[config.mk]
export PLATFORM = sky130hd
export DESIGN_NAME = button_debouncer_flat
export DESIGN_NICKNAME = d
export VERILOG_FILES = /design/src/rtl/button_debouncer_if.sv /design/src/rtl/button_debouncer.sv /design/src/flat_wrapper.sv
export SDC_FILE = /design/constraint.sdc
export NUM_CORES = 1
export LEC_CHECK = 0
export BUFFER_PORTS_ARGS = -buffer_cell sky130_fd_sc_hd__buf_2
export CAP_MARGIN = 0
export CELL_PAD_IN_SITES_DETAIL_PLACEMENT = 0
export CELL_PAD_IN_SITES_GLOBAL_PLACEMENT = 2
export CORE_UTILIZATION = 34
export CTS_BUF_LIST = sky130_fd_sc_hd__clkbuf_4 sky130_fd_sc_hd__clkbuf_8
export CTS_CLUSTER_SIZE = 20
export DETAILED_ROUTE_END_ITERATION = 10
export PLACE_DENSITY_LB_ADDON = 0.1
export SLEW_MARGIN = 10
export SYNTH_ARGS = -nofsm -noshare
export SYNTH_HDL_FRONTEND = slang
export SYNTH_SLANG_ARGS = --single-unit
[constraint.sdc]
create_clock -name clock_i -period 1.85 [get_ports clock_i]
set_input_delay 0.2775 -clock clock_i [delete_from_list [all_inputs] [get_ports clock_i]]
set_output_delay 0.2775 -clock clock_i [all_outputs]
set_load 0.1 [all_outputs]
[src/rtl/button_debouncer_if.sv]
// Handshake bundle between the debouncer and its host: enable/raw input in,
// debounced level and qualification-busy flag out.
interface button_debouncer_if;
  logic enable_i;
  logic signal_i;
  logic level_o;
  logic busy_o;

  modport master (
    output enable_i,
    output signal_i,
    input  level_o,
    input  busy_o
  );

  modport slave (
    input  enable_i,
    input  signal_i,
    output level_o,
    output busy_o
  );
endinterface

[src/rtl/button_debouncer.sv]
// Debouncer for one raw button/switch input: optional two-flop synchronizer
// (enabled by defining BUTTON_DEBOUNCER_SYNC_EN) followed by a stability-count FSM.
//
// state     | meaning
// ----------+----------------------------------------------------
// IDLE_LOW  | level_o = 0, waiting for a high sample
// WAIT_HIGH | qualifying a rising transition, counting stable highs
// IDLE_HIGH | level_o = 1, waiting for a low sample
// WAIT_LOW  | qualifying a falling transition, counting stable lows
module button_debouncer #(
  parameter int COUNT_MAX = 1000000
) (
  input  logic               clock_i,
  input  logic               reset_i,
  button_debouncer_if.slave  bus
);

  localparam int COUNT_W = $clog2(COUNT_MAX + 1);
  localparam logic [COUNT_W-1:0] CNT_LAST = COUNT_W'(COUNT_MAX - 1);

  typedef enum logic [1:0] {
    IDLE_LOW  = 2'd0,
    WAIT_HIGH = 2'd1,
    IDLE_HIGH = 2'd2,
    WAIT_LOW  = 2'd3
  } state_t;

  state_t             r_state;
  state_t             w_state_nxt;
  logic [COUNT_W-1:0] r_cnt;
  logic [COUNT_W-1:0] w_cnt_nxt;
  logic               r_level;
  logic               w_level_nxt;
  logic               r_busy;
  logic               w_busy_nxt;
  logic               w_s;

`ifdef BUTTON_DEBOUNCER_SYNC_EN
  logic r_sync1;
  logic r_sync2;

  // Synchronizer keeps sampling while disabled so re-enable never sees a stale value.
  always_ff @(posedge clock_i) begin
    if (reset_i) begin
      r_sync1 <= 1'b0;
      r_sync2 <= 1'b0;
    end else begin
      r_sync1 <= bus.signal_i;
      r_sync2 <= r_sync1;
    end
  end

  assign w_s = r_sync2;
`else
  assign w_s = bus.signal_i;
`endif

  always_comb begin
    w_state_nxt = r_state;
    w_cnt_nxt   = r_cnt;
    w_level_nxt = r_level;

    if (!bus.enable_i) begin
      w_state_nxt = IDLE_LOW;
      w_cnt_nxt   = '0;
      w_level_nxt = 1'b0;
    end else begin
      case (r_state)
        IDLE_LOW: begin
          w_level_nxt = 1'b0;
          if (w_s) begin
            w_state_nxt = WAIT_HIGH;
            w_cnt_nxt   = '0;
          end
        end

        // A revert on the terminal-count edge is checked first, so it wins.
        WAIT_HIGH: begin
          if (!w_s) begin
            w_state_nxt = IDLE_LOW;
            w_cnt_nxt   = '0;
          end else if (r_cnt == CNT_LAST) begin
            w_state_nxt = IDLE_HIGH;
            w_level_nxt = 1'b1;
            w_cnt_nxt   = '0;
          end else begin
            w_cnt_nxt = r_cnt + COUNT_W'(1);
          end
        end

        IDLE_HIGH: begin
          w_level_nxt = 1'b1;
          if (!w_s) begin
            w_state_nxt = WAIT_LOW;
            w_cnt_nxt   = '0;
          end
        end

        WAIT_LOW: begin
          if (w_s) begin
            w_state_nxt = IDLE_HIGH;
            w_cnt_nxt   = '0;
          end else if (r_cnt == CNT_LAST) begin
            w_state_nxt = IDLE_LOW;
            w_level_nxt = 1'b0;
            w_cnt_nxt   = '0;
          end else begin
            w_cnt_nxt = r_cnt + COUNT_W'(1);
          end
        end

        default: begin
          w_state_nxt = IDLE_LOW;
          w_cnt_nxt   = '0;
          w_level_nxt = 1'b0;
        end
      endcase
    end

    w_busy_nxt = (w_state_nxt == WAIT_HIGH) || (w_state_nxt == WAIT_LOW);
  end

  always_ff @(posedge clock_i) begin
    if (reset_i) begin
      r_state <= IDLE_LOW;
      r_cnt   <= '0;
      r_level <= 1'b0;
      r_busy  <= 1'b0;
    end else begin
      r_state <= w_state_nxt;
      r_cnt   <= w_cnt_nxt;
      r_level <= w_level_nxt;
      r_busy  <= w_busy_nxt;
    end
  end

  assign bus.level_o = r_level;
  assign bus.busy_o  = r_busy;

endmodule

[src/flat_wrapper.sv]
// flat-port wrapper written by rule: the top's interface ports become plain ports
module button_debouncer_flat 
#(
  parameter int COUNT_MAX = 1000000
)
  (clock_i, reset_i, bus_enable_i, bus_signal_i, bus_level_o, bus_busy_o);
  button_debouncer_if bus_i ();
  input  logic clock_i;
  input  logic reset_i;
  input wire logic [$bits(bus_i.enable_i)-1:0] bus_enable_i;
  input wire logic [$bits(bus_i.signal_i)-1:0] bus_signal_i;
  output wire logic [$bits(bus_i.level_o)-1:0] bus_level_o;
  output wire logic [$bits(bus_i.busy_o)-1:0] bus_busy_o;
  assign bus_i.enable_i = bus_enable_i;
  assign bus_i.signal_i = bus_signal_i;
  assign bus_level_o = bus_i.level_o;
  assign bus_busy_o = bus_i.busy_o;
  button_debouncer #(.COUNT_MAX(COUNT_MAX)) u_core (.clock_i(clock_i), .reset_i(reset_i), .bus(bus_i));
endmodule
==> results summary <==
The net count after synthesis came out at 189. The number of failing hold endpoints at the final stage is 0. The number of design-rule violations left by the first detailed-router iteration is 48. The flop and latch count out of synthesis came out at 23. The count of input and output buffers came out at 5.

The first global-routing pass estimated 6.82 mm of wire. The final design utilization is 0.486. By area the synthesized netlist is led by sky130_fd_sc_hd__dfxtp_1, sky130_fd_sc_hd__nand2_1, sky130_fd_sc_hd__nand3_1, sky130_fd_sc_hd__ha_1, sky130_fd_sc_hd__nand4_1. The required time reported for the critical path endpoint is 2.07 ns. In this run, synthesis inferred 0 flip-flops with an integrated enable.

The total leakage power came out at 0.684 nW. The DRC violation count after routing came out at 0. The floorplan step set the die width to 66.5 um. The final net count is 225. Leaving out fill and tap cells, the most frequent cells in the layout are sky130_fd_sc_hd__buf_4, sky130_fd_sc_hd__nand2_1, sky130_fd_sc_hd__nand3_1. The total detailed-routing wirelength came out at 4.17 mm.

The path class of the tightest hold or removal check is flop to flop. The die covers 4430 um2. The hold slack is 0.493 ns. The top cell type's share of synthesized area is 0.325. The actual transition at the worst max-transition pin came out at 0.589 ns.

The startpoint of the worst-slack reg-to-reg timing path is u_core.r_state[1]$_SDFF_PP0_. The worst setup path is launched from a flop. The worst setup path is of the flop to flop kind. The detailed-placement wirelength estimate came out at 2.87 mm.

For this run the aggregate overflow at the end of global routing stands at 0. The share of the clock period used by the worst path came out at 0.990. Yosys printed 0 warnings. For this run, the total global-route usage over all layers was measured as 0.203. The number of different library cells used by synthesis comes to 43. The most frequent standard cell in the layout excluding fill and tap cells is sky130_fd_sc_hd__buf_4.

The worst-case IR drop observed on VDD is 0.000490 V. The final RePlAce weighted congestion is 0.831. Of the cells placed in the final design, the portion with a size suffix greater than 1 is 0.374. In this run the clock root is driven by a sky130_fd_sc_hd__clkbuf_8.

The final worst slack came out at 0.0189 ns. The largest total area in the synthesized netlist belongs to sky130_fd_sc_hd__dfxtp_1. Clock skew on the completed layout was measured at 0.00325 ns. The synthesized area per cell came out at 7.91 um2.

The endpoint kind of the worst setup timing path is a flop. The post-layout minimum cycle time came out at 1.83 ns. The data arrival time of the critical path is 2.05 ns. The number of instances in the synthesized netlist came out at 179.

The maximum buffer depth of the clock tree is 2. The clock net in this run drives a total of 23 sinks. The number of global-route vias before repair came out at 1,390.

The cell area that synthesis handed to floorplanning was 1420 um2. Power spread over the standard cell area amounts to 505 nW/um2. The number of rows in the core area is 23. Once detail routing completed, the nets flagged for antenna violations numbered 0. The tool flagged a number of max-cap violations equal to 0. The run finished with clean final reports. The clock transition time at the flip-flop clock pins of the worst setup and hold paths came out at 0.09 ns. Adding up every negative setup slack in the final design gives 0 ns.

The prevailing post-synth register cell is sky130_fd_sc_hd__dfxtp_1. The final number of max-transition violations came out at 0. The routed via count divided by cell count came out at 5.61. TritonCTS built the clock tree. The area of all placed cells without fillers is 1940 um2. At the later pin of the worst-skew pair, clock insertion delay measures 0.27 ns. The fraction of the yosys area taken by sequential cells is 0.325. The wire length per cell is 15.8 um. The count of TritonRoute iterations in the first routing pass came out at 4. In this run the standard cell core region covers 4000 um2. The final route contains 1,481 vias. The number of antenna diodes in the final layout is 0.

The area after detailed placement came out at 1730 um2. Before CTS, the worst setup slack after placement is -0.115 ns. The launch point of the worst path is u_core.r_state[1]$_SDFF_PP0_.

The number of buffers added by the clock tree synthesis step is 3. Setup violations remaining at the end of the flow were counted as 0. The slack of the worst reg-to-reg path is 0.02 ns. The share of synthesized registers carrying an async set or reset came out at 0. The initial utilization of the core area, before any placement, comes to 0.354. The I/O pin count came out at 6. The die outline height is 66.5 um. Timing would allow up to 546 MHz. The startpoint of the tightest hold check path is u_core.r_cnt[8]$_SDFFE_PP0P_.

Along the worst path, the maximum fanout reaches 7. The number of H-tree levels came out at 1. The pin count of the biggest net entering global routing came out at 18. Setup repair after global routing could not meet its margin everywhere. The post-synthesis to final-layout area growth is 37.2%. The headroom to the max-slew limit came out at 0.607.

The initial antenna violation count is 0.
==> cell type report <==
type / count / area (um2)
Inverter: 3 / 13.8
Timing Repair Buffer: 38 / 280
Sequential cell: 23 / 485
Multi-Input combinational cell: 146 / 1050
Fill cell: 389 / 2060
Clock buffer: 4 / 48.8
Tap cell: 50 / 62.6
==> power breakdown <==
| group | internal [W] | switching, W |
|---|---|---|
| Sequential | 0.000492 | 0.00000374 |
| Combinational | 0.0000459 | 0.0000912 |
| Clock | 0.000169 | 0.000179 |
| Total | 0.000707 | 0.000274 |
==> per-layer routing <==
metal,wire (um),vias up,share of wire,track usage
met5,0,-,0,0
li1,-,746,-,-
met2,2070,16,0.50,0.350
met3,89,2,0.021,0.0428
met4,21,0,0.0050,0.0346
met1,1990,717,0.48,0.259
==> per-stage QoR <==
step                      std cells  total power [W]
after CTS                       263         0.000989
after global placement          258         0.000641
final                           264         0.000982
after global routing            264          0.00103
after floorplan                 179         0.000600
after detailed placement        258         0.000642
==> synthesized netlist by cell type, types with 2 or more instances <==
cell	instances
sky130_fd_sc_hd__nand3_1	17
sky130_fd_sc_hd__nor3_1	5
sky130_fd_sc_hd__inv_1	3
sky130_fd_sc_hd__a21oi_1	6
sky130_fd_sc_hd__or4_1	7
sky130_fd_sc_hd__a31oi_1	5
sky130_fd_sc_hd__or3_1	8
sky130_fd_sc_hd__nand4_1	12
sky130_fd_sc_hd__nor2b_1	2
sky130_fd_sc_hd__clkbuf_1	4
sky130_fd_sc_hd__buf_6	2
sky130_fd_sc_hd__a211oi_1	2
sky130_fd_sc_hd__and4_1	3
sky130_fd_sc_hd__dfxtp_1	23
sky130_fd_sc_hd__o41ai_1	2
sky130_fd_sc_hd__nor4_1	2
sky130_fd_sc_hd__ha_1	6
sky130_fd_sc_hd__a22oi_1	2
sky130_fd_sc_hd__nand2_1	25
sky130_fd_sc_hd__nand2b_1	2
sky130_fd_sc_hd__nor2_1	12
sky130_fd_sc_hd__o21ai_0	5
sky130_fd_sc_hd__xnor2_1	3
sky130_fd_sc_hd__mux2i_1	2
==> path summary, 6_finish.rpt <==
path | end | cells past startpoint
setup / recovery | u_core.r_cnt[18]$_SDFFE_PP0P_ | 6
hold / removal | u_core.r_cnt[8]$_SDFFE_PP0P_ | 2
setup reg to reg | u_core.r_cnt[18]$_SDFFE_PP0P_ | 6
hold reg to reg | u_core.r_cnt[8]$_SDFFE_PP0P_ | 2
==> critical path: stages, from the launching register on <==
cell,delay [ns]
sky130_fd_sc_hd__dfxtp_2,0.34
sky130_fd_sc_hd__buf_4,0.14
sky130_fd_sc_hd__ha_4,0.15
sky130_fd_sc_hd__mux2_4,0.28
sky130_fd_sc_hd__a211o_4,0.32
sky130_fd_sc_hd__or4_4,0.49
sky130_fd_sc_hd__nand3_2,0.06
==> sequential cells by signal, summed over array words and instances, names as in the netlist <==
signal,flops
u_core.r_cnt,20
u_core.r_state,2
u_core.bus.level_o,1
==> cell families (layout without fill, tap and decap cells) <==
family / count (synthesis) / in the layout / synth area share
fa+ha+maj: 6 / 6 / 0.0530
mux: 4 / 4 / 0.0327
xor+xnor: 3 / 3 / 0.0186
flops: 23 / 23 / 0.325
simple gates: 102 / 102 / 0.390
buf+inv: 11 / 45 / 0.0406
compound gates: 30 / 31 / 0.140
==> what timing repair did <==
action / in CTS / in global routing
gates cloned: 1 / 0
resized for setup: 19 / 20
hold buffers: 0 / 0
endpoints found under the setup margin: 22 / 15
pin swaps: 1 / 9
buffers inserted: 0 / 1
Note: power is estimated with default switching activity, not from simulation.
